==> src/rtl/jk_drive_seq.sv <==
// Command sequencer that queues J/K drive commands and replays each for cmd_len+1 cycles.
// Latency: command accepted at edge N into an empty, idle queue drives J/K after edge N+1.
// Backpressure: cmd_ready deasserts combinationally when the queue is full or reset is held.
module jk_drive_seq #(
    parameter int DEPTH = 4,
    parameter int LENW  = 4
) (
    input  logic            clk,
    input  logic            reset,
    input  logic            cmd_valid,
    input  logic [1:0]      cmd_op,
    input  logic [LENW-1:0] cmd_len,
    output logic            cmd_ready,
    output logic            J,
    output logic            K,
    output logic            busy,
    output logic            done,
    output logic            q_model
);

    localparam int PTRW = (DEPTH > 1) ? $clog2(DEPTH) : 1;
    localparam int CNTW = $clog2(DEPTH + 1);

    typedef enum logic {
        IDLE  = 1'b0,
        DRIVE = 1'b1
    } state_t;

    // Command storage; contents need no reset because count/pointers gate every read.
    logic [1:0]      op_mem_q  [DEPTH];
    logic [LENW-1:0] len_mem_q [DEPTH];

    logic [PTRW-1:0] wr_ptr_q, wr_ptr_d;
    logic [PTRW-1:0] rd_ptr_q, rd_ptr_d;
    logic [CNTW-1:0] count_q, count_d;

    state_t          state_q, state_d;
    logic [LENW-1:0] rem_q, rem_d;
    logic            j_q, j_d;
    logic            k_q, k_d;
    logic            done_q, done_d;
    logic            qm_q, qm_d;

    logic            fifo_empty;
    logic            fifo_full;
    logic            push;
    logic            pop;
    logic [1:0]      head_op;
    logic [LENW-1:0] head_len;

    // Pointer advance with explicit wrap so non-power-of-two depths stay correct.
    function automatic logic [PTRW-1:0] ptr_inc(input logic [PTRW-1:0] p);
        if (p == PTRW'(DEPTH - 1)) begin
            return '0;
        end
        return p + PTRW'(1);
    endfunction

    assign fifo_empty = (count_q == '0);
    assign fifo_full  = (count_q == CNTW'(DEPTH));
    // Full blocks a push even if a pop frees a slot this cycle; keeps ready free of FSM timing.
    assign cmd_ready  = reset && !fifo_full;
    assign push       = cmd_valid && cmd_ready;
    assign head_op    = op_mem_q[rd_ptr_q];
    assign head_len   = len_mem_q[rd_ptr_q];

    assign J       = j_q;
    assign K       = k_q;
    assign busy    = (state_q == DRIVE);
    assign done    = done_q;
    assign q_model = qm_q;

    // Write the accepted command into the tail slot.
    always_ff @(posedge clk) begin
        if (push) begin
            op_mem_q[wr_ptr_q]  <= cmd_op;
            len_mem_q[wr_ptr_q] <= cmd_len;
        end
    end

    // Queue bookkeeping: pointers wrap, count tracks push/pop with simultaneous ops cancelling.
    always_comb begin
        wr_ptr_d = wr_ptr_q;
        rd_ptr_d = rd_ptr_q;
        count_d  = count_q;
        if (push) begin
            wr_ptr_d = ptr_inc(wr_ptr_q);
        end
        if (pop) begin
            rd_ptr_d = ptr_inc(rd_ptr_q);
        end
        if (push && !pop) begin
            count_d = count_q + CNTW'(1);
        end else if (!push && pop) begin
            count_d = count_q - CNTW'(1);
        end
    end

    // Sequencer: load head on IDLE or at the end of a drive run, count down otherwise.
    always_comb begin
        state_d = state_q;
        rem_d   = rem_q;
        j_d     = j_q;
        k_d     = k_q;
        done_d  = 1'b0;
        pop     = 1'b0;
        case (state_q)
            IDLE: begin
                j_d = 1'b0;
                k_d = 1'b0;
                if (!fifo_empty) begin
                    pop     = 1'b1;
                    j_d     = head_op[1];
                    k_d     = head_op[0];
                    rem_d   = head_len;
                    state_d = DRIVE;
                end
            end
            DRIVE: begin
                if (rem_q != '0) begin
                    rem_d = rem_q - LENW'(1);
                end else begin
                    // Last drive cycle of this command: flag completion next cycle.
                    done_d = 1'b1;
                    if (!fifo_empty) begin
                        pop   = 1'b1;
                        j_d   = head_op[1];
                        k_d   = head_op[0];
                        rem_d = head_len;
                    end else begin
                        j_d     = 1'b0;
                        k_d     = 1'b0;
                        rem_d   = '0;
                        state_d = IDLE;
                    end
                end
            end
            default: begin
                state_d = IDLE;
                j_d     = 1'b0;
                k_d     = 1'b0;
                rem_d   = '0;
            end
        endcase
    end

    // Shadow of the downstream jk_ff, advanced from the J/K currently on the wires.
    always_comb begin
        qm_d = qm_q;
        case ({j_q, k_q})
            2'b10:   qm_d = 1'b1;
            2'b01:   qm_d = 1'b0;
            2'b11:   qm_d = ~qm_q;
            default: qm_d = qm_q;
        endcase
    end

    // State registers; reset drops any active and queued commands.
    always_ff @(posedge clk or negedge reset) begin
        if (!reset) begin
            wr_ptr_q <= '0;
            rd_ptr_q <= '0;
            count_q  <= '0;
            state_q  <= IDLE;
            rem_q    <= '0;
            j_q      <= 1'b0;
            k_q      <= 1'b0;
            done_q   <= 1'b0;
            qm_q     <= 1'b0;
        end else begin
            wr_ptr_q <= wr_ptr_d;
            rd_ptr_q <= rd_ptr_d;
            count_q  <= count_d;
            state_q  <= state_d;
            rem_q    <= rem_d;
            j_q      <= j_d;
            k_q      <= k_d;
            done_q   <= done_d;
            qm_q     <= qm_d;
        end
    end

endmodule

==> config.mk <==
export PLATFORM = sky130hd
export DESIGN_NAME = jk_drive_seq
export DESIGN_NICKNAME = d
export VERILOG_FILES = /design/src/rtl/jk_drive_seq.sv
export SDC_FILE = /design/constraint.sdc
export NUM_CORES = 1
export LEC_CHECK = 0
export BUFFER_PORTS_ARGS = -buffer_cell sky130_fd_sc_hd__buf_2
export CORE_UTILIZATION = 52
export DETAILED_ROUTE_END_ITERATION = 8
export PLACE_DENSITY_LB_ADDON = 0.15
export SLEW_MARGIN = 25
export SYNTH_ARGS = -nofsm -noshare
export SYNTH_HDL_FRONTEND = slang
export SYNTH_SLANG_ARGS = --single-unit
==> constraint.sdc <==
create_clock -name clk -period 2.6 [get_ports clk]
set_clock_uncertainty 0.2 [all_clocks]
set_input_delay 0.26 -clock clk [delete_from_list [all_inputs] [get_ports clk]]
set_output_delay 0.26 -clock clk [all_outputs]
set_load 0.005 [all_outputs]
======== After elaboration in Yosys (flattened, before gate mapping) ========
Memories as Yosys holds them, arrays and structs flattened.
Cells that the tools add are included.
storage, ports and cells
  register bits ........................... 16
  bits in writable memories ............... 24
  bits of input ports ..................... 9
  output and inout bits ................... 6
  logic and storage cells ................. 67
  memories kept ........................... 2
operators by class
  add/sub/neg operators ................... 5
  eq/ne operators ......................... 8
  muxes and demuxes ....................... 30
  bitwise gates (word level) .............. 2
  reduce and logical (&&, ||, !) cells .... 11
memories
  memory     words  bits a word  read ports  clocked after memory_dff  wr ports  line  RTL
  len_mem_q  4      4            1           0                         1         31    logic [LENW-1:0] len_mem_q [DEPTH];
  op_mem_q   4      2            1           0                         1         30    logic [1:0] op_mem_q [DEPTH];
operators by type and width
  kind                   number
  $mux W1                15
  $mux W4                3
  $eq A2 B2 Y1 const B   4
  $mux W2                4
  $pmux W1 S2            4
  $pmux W4 S2            1
  $mux W3                2
  $add A2 B1 Y2 const B  2
  $logic_and A1 B1 Y1    4
  $ne A2 B2 Y1 const B   2
  $reduce_bool A4 Y1     1
  $sub A4 B1 Y4 const B  1
  $add A3 B1 Y3 const B  1
  $eq A3 B3 Y1 const B   1
  $logic_not A1 Y1       3
  $logic_not A3 Y1       1
  $pmux W1 S3            1
  $reduce_bool A3 Y1     1
  $sub A3 B1 Y3 const B  1
  $eq A2 B1 Y1 const B   1
  $not A1 Y1             2
  $reduce_bool A2 Y1     1

======== Logic depth before layout (Yosys ltp) ========
Gate-level depths: netlist of run 1.
  word-level depth ........................ 8
  depth in mapped cells ................... 11
  depth with buffers taken out ............ 11

======== Worst setup path after synthesis of run 1 ========
No wires, ideal clock.
  path kind ............................... reg-to-reg
  from .................................... register rem_q[0]
  to ...................................... register count_q[1]
  library setup time ...................... 0.125 ns
  data arrival time ....................... 2.190 ns
  required time ........................... 2.275 ns
  path slack .............................. 0.086 ns
  stages on the path, launching flop included .. 10
  path buffers ............................ 0
  clock period less this slack ............ 2.514 ns
  cell sequence ........................... dfrtp_1 inv_1 ha_1 or3b_4 a21oi_4 inv_1 ha_1 inv_1 fa_1 mux2_2
between the ends
  cells in the longest elaborated chain, start to end .. 6
  elaborated cells on any way between the ends .. 8
  classes of those cells .................. mux: 3; reduce/logical: 5
RTL lines
  element                 line  RTL
  start, declared         38    logic [LENW-1:0] rem_q, rem_d;
  start signal, assigned  175   rem_q <= rem_d;
  $reduce_bool A4 Y1      120   if (rem_q != '0) begin
  $mux W1                 120
  $pmux W1 S2             107   case (state_q)
  $logic_not A1 Y1        92    if (push && !pop) begin
  $logic_and A1 B1 Y1     92
  $mux W3                 92
  net count_d[1]          35    logic [CNTW-1:0] count_q, count_d;
  end signal, assigned    173   count_q <= count_d;
  end, declared           35
The timed path passes the listed nets, and every way through them passes these cells.
A chain may end at the register's enable or synchronous reset.

======== Worst setup path in the final report of run 1 ========
  from .................................... register rem_q[1]
  to ...................................... register count_q[1]
The elaborated chain is that of the path after synthesis.

==> results of run 1 <==
==> critical path, cell delays in order, from the launching register on <==
cell and delay [ns]:
dfrtp_1 0.42, inv_1 0.10, ha_1 0.15, or3b_4 0.41
a21oi_4 0.17, inv_1 0.06, ha_1 0.20, inv_1 0.07
fa_1 0.40, mux2_2 0.26
==> area by class of cell <==
class	instances	area (um2)	area share (%)
clock buffer	5	37.5	1.85
clock inverter	3	13.8	0.678
inverter	8	30.0	1.48
multi-input combinational	63	611	30.1
sequential	40	1120	55.2
tap	44	55.1	2.71
timing repair buffer	24	163	8.01
==> timing repair <==
action	4_1_cts	5_1_grt
hold buffers	7	0
gates resized for setup	0	1
endpoints found under the setup margin	0	1
endpoints found under the hold margin	40	0
setup buffers	0	1
==> metal layers <==
metal  vias to the layer above  track usage, %
li1                        482               -
met2                        18            32.0
met1                       493            24.4
met4                         0            5.98
met5                         -               0
met3                         4            6.61
==> placed cells by master, fill, tap and decap left out, types with 2 or more instances in the layout <==
| cell | synthesis | final |
|---|---|---|
| edfxtp_1 | 24 | 24 |
| dfrtp_1 | 16 | 16 |
| buf_2 | 1 | 14 |
| ha_1 | 8 | 8 |
| nor2_1 | 7 | 7 |
| inv_1 | 8 | 7 |
| dlygate4sd3_1 | 0 | 7 |
| mux4_2 | 6 | 6 |
| o211ai_1 | 6 | 6 |
| clkbuf_4 | 0 | 5 |
| and2_1 | 4 | 4 |
| nand2_1 | 3 | 3 |
| mux2_2 | 3 | 3 |
| buf_4 | 0 | 3 |
| mux2_4 | 2 | 2 |
| o21ai_0 | 2 | 2 |
| o311ai_1 | 2 | 2 |
| nand3_1 | 2 | 2 |
| xor2_1 | 2 | 2 |
| a22o_1 | 2 | 2 |
| clkinv_2 | 0 | 2 |
==> worst min path at each step <==
stage	start	depth (start not counted)	end	slack (ns)
after global placement	reset	2	count_q[2]	0.03
after global routing	cmd_valid	4	wr_ptr_q[0]	0.19
final	cmd_valid	4	wr_ptr_q[0]	0.18
after CTS	cmd_valid	4	wr_ptr_q[0]	0.17
after detailed placement	reset	2	count_q[2]	0.04
after floorplan	reset	0	J	-0.24
==> cells by family after synthesis <==
| family | count (synthesis) | synth area share, % |
|---|---|---|
| AND/OR/NAND/NOR | 23 | 7.21 |
| adder cells (fa/ha/maj) | 9 | 6.78 |
| AO/OA/AOI/OAI | 17 | 7.77 |
| multiplexers | 11 | 11.2 |
| buffers and inverters | 10 | 2.19 |
| XOR/XNOR | 3 | 1.48 |
| flip-flops | 40 | 63.3 |
==> metrics by stage <==
step	hold slack (ns)	std cells	power (uW)
5_1_grt	0.195	187	2160
6_report	0.184	187	2000
2_1_floorplan	-0.236	113	1520
3_5_place_dp	0.0371	171	1700
4_1_cts	0.174	186	2000
3_3_place_gp	0.0302	171	1670
==> power groups by stage <==
stage	sequential, uW	combinational [uW]	clock, uW
3_3_place_gp	1040	637	0
3_5_place_dp	1050	654	0
2_1_floorplan	963	556	0
4_1_cts	1030	666	302
5_1_grt	1060	767	326
6_report	1030	673	292
==> flip-flops by register name, summed over array words and instances (netlist names) <==
signal     cells
J              1
K              1
busy           1
count_q        3
done           1
len_mem_q     16
op_mem_q       8
q_model        1
rd_ptr_q       2
rem_q          4
wr_ptr_q       2
==> impl_metrics.ini, run 1 <==
[clock_network]
cts_buffers = 5
htreeDepth = 2
clk_pin_slew_ns = 0.11
root_buffer = clkbuf_4
clock_path_buffers = 2
clock_sinks = 40
insertion_delay_ns = 0.34
tritoncts = done

[power]
powerDensity_mw_per_mm2 = 982
p_sw_uw = 671
p_leak_uw = 0.000796
p_int_uw = 1320
peakVddDrop_mv = 0.448
p_comb_share_pct = 33.7
p_seq_share_pct = 51.6
switching_share_pct = 33.6
clkPwrFrac_pct = 14.6

[route]
dr_wl_met2_um = 1450
dr.pass1.iters = 2
drt_iter0_drc = 68
wl_met1_um = 1330
highest_layer = met4
dr_total_vias = 997
drcViolationCount = 0
finalWirelength_um = 2920
wl_met3_um = 112
drt-vias-per-instance = 5.33
detail-route-antenna-nets = 0
wl_per_cell_um = 15.6

[die]
die_area_mm2 = 0.00364
coreArea_mm2 = 0.00315
chipHeight_um = 60.4
ioPinCount = 15
start_util_pct = 56.2
die_width_um = 60.4
rows = 20

[setup_path]
cp.arrival_ns = 2.58
critPathKind = register to register
start_kind = register
worstSetupEndpointType = register
required_ns = 2.64
r2r-end = count_q[1]
ff2ff_setup_slack_ns = 0.06
critPathLaunch = rem_q[1]
path_max_fanout = 4
endpoint = count_q[1]
r2r-start = rem_q[1]
r2r_cells = 9

[timing]
slew_violations = 0
worst_slew_pin_slew_ns = 0.546
fin_crit_sh_pct = 97.8
setup_ws_ns = 0.0580
finalSetupViolations = 0
slew_headroom_pct = 63.5
tns_ns = 0
max_freq_mhz = 393
min_period_ns = 2.54
hold_viol = 0

[logic_synthesis]
synth_edf_count = 24
ys_async_sr_fraction_pct = 40.0
synth_top_cells_by_count = edfxtp_1, dfrtp_1, ha_1, inv_1, nor2_1
yosysMostFrequentCell = edfxtp_1
syn_nets = 131
ys_types = 32
netlist_instances = 113
syn_area_mm2 = 0.00177
yosysTopAreaCell = edfxtp_1
yosys.area.top_type_share_pct = 40.7
synthFlopType = edfxtp_1
avgSynthCellArea_um2 = 15.7
ys_ff_latch = 40
synthTopCellsByArea = edfxtp_1, dfrtp_1, mux4_2
ys_seq_area_share_pct = 63.3
ys.warnings.count = 0

[placed_design]
place.gp.congestion = 0.844
placed_area_mm2 = 0.00190
hpwl_um = 1970
pre_cts_ws_ns = 0.0598
io_buffers = 14

[final_layout]
diodes = 0
nNetsFinal = 160
fillers = 234
fin_util_pct = 64.4
area_delta_synth_final_pct = 14.7
finalInstanceArea_mm2 = 0.00203
drive_above_1_share_pct = 28.7

[global_routing]
groute.usage.overall_pct = 19.4
antenna_found_initial = 0
grt_pass1_wl_um = 4840
grt_max_degree = 18
grt_pass1_vias = 1014
grt.overflow.total = 0

[hold_path]
hp-class = input pin to register

[run]
drv_cap = 0

[outcome]
outcome = finished clean
Power figures use the tool's default switching activity.
==> run 2: changes to the inputs <==
--- a/config.mk
+++ b/config.mk
@@ -6,6 +6,8 @@
 export NUM_CORES = 1
 export LEC_CHECK = 0
 export BUFFER_PORTS_ARGS = -buffer_cell sky130_fd_sc_hd__buf_2
+export CORE_ASPECT_RATIO = 1.5
+export CORE_MARGIN = 5
 export CORE_UTILIZATION = 52
 export DETAILED_ROUTE_END_ITERATION = 8
 export PLACE_DENSITY_LB_ADDON = 0.15
==> run 2 against run 1 <==
Effect of this change: first-iteration DRC count down 28%; final area up 4.2%; highest routed layer unchanged; global-route usage down 4.0 points; critical path type unchanged; core utilization down 1.3 points; clock power up 72%; sequential power about the same; cell count up 0.53%.
==> impl_metrics.ini, run 2 (synthesis gave the netlist of run 1 again) <==
[outcome]
outcome = finished clean

[route]
dr.pass1.iters = 5
drcViolationCount = 0
drt_iter0_drc = 49
dr_total_vias = 1026
wl_per_cell_um = 16.4
detail-route-antenna-nets = 0
finalWirelength_um = 3080
drt-vias-per-instance = 5.46

[timing]
hold_viol = 0
rsz0062_at_grt = false
tns_ns = 0
worst_slew_pin_slew_ns = 0.583
min_period_ns = 2.48
max_freq_mhz = 403
finalSetupViolations = 0
fin_crit_sh_pct = 95.5
slew_violations = 0
slew_headroom_pct = 61.1

[die]
die_width_um = 57.6
die_area_mm2 = 0.00470
ioPinCount = 15
start_util_pct = 52.8
coreArea_mm2 = 0.00335
chipHeight_um = 81.5
rows = 26

[clock_network]
insertion_delay_ns = 0.29
cts_buffers = 5
clock_path_buffers = 2
tritoncts = done
clk_pin_slew_ns = 0.08
htreeDepth = 2
root_buffer = clkbuf_8
clock_sinks = 40

[placed_design]
hpwl_um = 2070
io_buffers = 14
dpl.cell_count = 170
place.gp.congestion = 0.845

[final_layout]
diodes = 0
largest_reg_flops = 16
drive_above_1_share_pct = 32.2
nNetsFinal = 163
top_register = len_mem_q
seq_area_mm2 = 0.00112
final_cells = 188
layout_common_cells = edfxtp_1, dfrtp_1, buf_2
layout_commonest_cell = edfxtp_1
area_delta_synth_final_pct = 19.5
fin_util_pct = 63.1
fillers = 269
multiInputGateArea_um2 = 616
reg_top3 = len_mem_q (16), op_mem_q (8), rem_q (4)

[setup_path]
r2r_cells = 9
path_buf_inv = 3
cp.arrival_ns = 2.46
worstSetupEndpointType = register
critical_path.top_delay_family = adder cells
crit_chain = inv_2, ha_2, or3b_4, a21oi_4, inv_1, ha_2, inv_1, fa_1, mux2_2
crit_cells = 9
slowest_stage = or3b_4
path_max_fanout = 4
timing.critical_path.slowest_cell_delay_ns = 0.41
required_ns = 2.58
start_kind = register
critPathKind = register to register

[power]
total_power_uw = 2250
peakVddDrop_mv = 0.687
p_leak_uw = 0.000831
powerDensity_mw_per_mm2 = 1060

[global_routing]
grt_pass1_vias = 1059
grt_max_degree = 18
grt.overflow.total = 0
groute.usage.overall_pct = 15.4
grt_pass1_wl_um = 5150
antenna_found_initial = 0

[run]
drv_cap = 0

[hold_path]
hp-class = input pin to asynchronous set/reset pin
run 2: cell types whose count changed in the layout (fill, tap and decap cells not counted), sizes merged:
cell    delta
buf        +3
bufinv     +1
clkinv     -1
run 2: final cells by class:
cell class	instances	area share (%)
clock inverters	3	2.01
repair buffers	27	8.75
well taps	42	2.48
inverters	8	1.42
flip-flops and latches	40	53.0
clock buffers	5	3.25
multi-input cells	63	29.1
run 2: metal layers:
metal  wire [um]  global-route usage [%]  part of all wire [%]
met1        1240                    17.4                    40
met2        1630                    26.8                    53
met3         132                    4.40                   4.3
met4          77                    6.96                   2.5
met5           0                       0                     0
run 2: repair_timing:
action	CTS	global route
setup endpoints to repair	0	2
hold endpoints to repair	40	0
setup buffers	0	3
resized for setup	0	4
hold buffers	7	0
run 2: path summary, 6_finish.rpt:
check                         start  slack (ns)          to
hold reg to reg             q_model        0.27     q_model
hold / removal                reset        0.26        done
setup reg to reg           rem_q[0]        0.12  count_q[1]
max in group asynchronous     reset        1.75    rem_q[2]
min in group clk            q_model        0.27     q_model
setup / recovery           rem_q[0]        0.12  count_q[1]
run 2: worst reg2reg max path, cell delays in order, from the launching register on:
cell	delay, ns
dfrtp_1	0.40
inv_2	0.07
ha_2	0.17
or3b_4	0.41
a21oi_4	0.16
inv_1	0.06
ha_2	0.18
inv_1	0.07
fa_1	0.39
mux2_2	0.26
run 2: per-stage QoR:
| stage | area, um2 | hold slack [ns] | setup slack [ns] |
|---|---|---|---|
| final | 2120 | 0.261 | 0.117 |
| after global routing | 2120 | 0.278 | 0.0143 |
| after CTS | 2090 | 0.265 | 0.00716 |
| after detailed placement | 1910 | 0.0483 | 0.0315 |
| after global placement | 1910 | 0.0450 | 0.115 |
| after floorplan | 1770 | -0.236 | 0.0858 |
run 2: power breakdown:
group          switching, uW  internal (uW)  total [uW]  leakage [uW]
logic                    306            413         719      0.000369
clock network            219            284         503     0.0000558
registers                186            840        1030      0.000406
total                    711           1540        2250      0.000831
==> run 3: changes to the inputs <==
--- a/config.mk
+++ b/config.mk
@@ -6,9 +6,11 @@
 export NUM_CORES = 1
 export LEC_CHECK = 0
 export BUFFER_PORTS_ARGS = -buffer_cell sky130_fd_sc_hd__buf_2
+export CELL_PAD_IN_SITES_DETAIL_PLACEMENT = 1
+export CELL_PAD_IN_SITES_GLOBAL_PLACEMENT = 2
 export CORE_ASPECT_RATIO = 1.5
 export CORE_MARGIN = 5
-export CORE_UTILIZATION = 52
+export CORE_UTILIZATION = 45
 export DETAILED_ROUTE_END_ITERATION = 8
 export PLACE_DENSITY_LB_ADDON = 0.15
 export SLEW_MARGIN = 25
==> constraint.sdc (replaced) <==
create_clock -name clk -period 3 [get_ports clk]
set_clock_uncertainty 0.2 [all_clocks]
set_input_delay 0.3 -clock clk [delete_from_list [all_inputs] [get_ports clk]]
set_output_delay 0.3 -clock clk [all_outputs]
set_load 0.005 [all_outputs]
==> run 3 against run 2 <==
Effect of this change: global-route usage shrank 1.3 points; clock power is 12% lower; die area rose by 13%; final area fell by 4.5%; maximum frequency shrank 7.9%; worst setup slack improved by 0.19 ns.
==> impl_metrics.ini, run 3 (synthesis gave the netlist of run 1 again) <==
[outcome]
outcome = finished clean

[timing]
slew_violations = 0
tns_ns = 0
finalSetupViolations = 0
max_freq_mhz = 371
min_period_ns = 2.70
rsz0062_at_grt = false
hold_viol = 0
fin_crit_sh_pct = 89.8
slew_headroom_pct = 61.5
worst_slew_pin_slew_ns = 0.577
hold_slack_ns = 0.0182

[clock_network]
clk_pin_slew_ns = 0.08
insertion_delay_ns = 0.29
htreeDepth = 2
cts_buffers = 5
cts_setup_buffers = 0
post_cts_resized = 0
clock_path_buffers = 2
root_buffer = clkbuf_8
postCtsHoldBufs = 1
tritoncts = done
clock_sinks = 40

[power]
clkPwrFrac_pct = 23.2
powerDensity_mw_per_mm2 = 948
p_seq_share_pct = 46.7
p_comb_share_pct = 30.2
p_int_uw = 1300
switching_share_pct = 32.4
p_sw_uw = 620
p_leak_uw = 0.000784
peakVddDrop_mv = 0.498

[run]
drv_cap = 0

[route]
wl_met1_um = 1240
wl_per_cell_um = 17.9
drcViolationCount = 0
drt_iter0_drc = 26
finalWirelength_um = 3220
dr_total_vias = 989
drt-vias-per-instance = 5.49
dr.pass1.iters = 3
wl_met3_um = 118
detail-route-antenna-nets = 0
dr_wl_met2_um = 1780
highest_layer = met4

[placed_design]
placed_area_mm2 = 0.00190
hpwl_um = 2460
place.gp.congestion = 0.843
io_buffers = 14

[setup_path]
timing.critical_path.slowest_cell_delay_ns = 0.42
critPathKind = register to register
required_ns = 2.98
slowest_stage = or3b_4
worstSetupEndpointType = register
cp.arrival_ns = 2.68
path_max_fanout = 5
cp_common_cell = inv_1
crit_chain = inv_1, ha_1, or3b_4, a21oi_4, inv_1, ha_1, inv_1, fa_1, mux2_2
start_kind = register

[die]
rows = 28
ioPinCount = 15
coreArea_mm2 = 0.00389
die_area_mm2 = 0.00531
start_util_pct = 45.5
chipHeight_um = 86.8
die_width_um = 61.2

[final_layout]
largest_reg_flops = 16
finalInstanceArea_mm2 = 0.00202
drive_above_1_share_pct = 28.9
reg_top3 = len_mem_q (16), op_mem_q (8), rem_q (4)
layout_commonest_cell = edfxtp_1
top_register = len_mem_q
nNetsFinal = 152
diodes = 0
layout_common_cells = edfxtp_1, dfrtp_1, buf_2
area_delta_synth_final_pct = 14.1

[hold_path]
hp-class = input pin to register

[global_routing]
grt_pass1_vias = 1079
grt_max_degree = 18
antenna_found_initial = 0
groute.usage.overall_pct = 14.1
grt_pass1_wl_um = 5300
grt.overflow.total = 0
run 3: changes by cell type in the layout (fill, tap and decap cells not counted), moves of 2 or more:
cell / previous run / this run
ha_1: 6 / 8
inv_1: 6 / 8
ha_2: 2 / 0
buf_4: 6 / 1
dlygate4sd3_1: 7 / 1
inv_2: 2 / 0
run 3: power by group through the flow:
stage,clock (uW),sequential [uW],combinational [uW]
floorplan,0,835,482
global placement,0,896,555
detailed placement,0,910,592
CTS,458,899,596
global route,482,922,658
finish,444,894,578
run 3: final timing paths:
| path | startpoint | endpoint | slack (ns) | depth (start not counted) |
|---|---|---|---|---|
| worst max-delay path | rem_q[0] | count_q[1] | 0.30 | 9 |
| max in group asynchronous | reset | J | 2.09 | 3 |
| worst max register to register | rem_q[0] | count_q[1] | 0.30 | 9 |
| min in group asynchronous | reset | wr_ptr_q[1] | 0.32 | 3 |
| worst min-delay path | cmd_len[1] | len_mem_q[0][1] | 0.02 | 1 |
| worst min register to register | q_model | q_model | 0.27 | 1 |
run 3: worst max-delay path, delay by kind of cell, from the launching register on:
kind	cells	cell delay, ns
AOI/OAI and AO/OA	1	0.25
and+or+nand+nor	1	0.42
buffers and inverters	3	0.27
adders and majority gates	3	0.79
DFF	1	0.40
muxes	1	0.27
run 3: final cells by class:
| type | instances | area [um2] |
|---|---|---|
| clock buffer | 5 | 68.8 |
| clock inverter | 3 | 46.3 |
| fill | 371 | 1870 |
| inverter | 8 | 30.0 |
| multi-input combinational | 63 | 611 |
| sequential | 40 | 1120 |
| tap | 45 | 56.3 |
| timing repair buffer | 16 | 87.6 |
run 3: routing by layer:
layer / vias to the layer above / track usage, %
met5: - / 0
met4: 0 / 6.71
met3: 8 / 3.73
met2: 17 / 23.7
met1: 498 / 16.0
li1: 466 / -
run 3: through the flow:
stage               cells  power, uW  setup slack [ns]  utilization, %
finish                180       1920             0.305            52.0
global route          180       2060             0.183            52.0
CTS                   180       1950             0.281            52.0
detailed placement    171       1500             0.287            48.7
global placement      171       1450             0.400            48.7
floorplan             113       1320             0.486               -
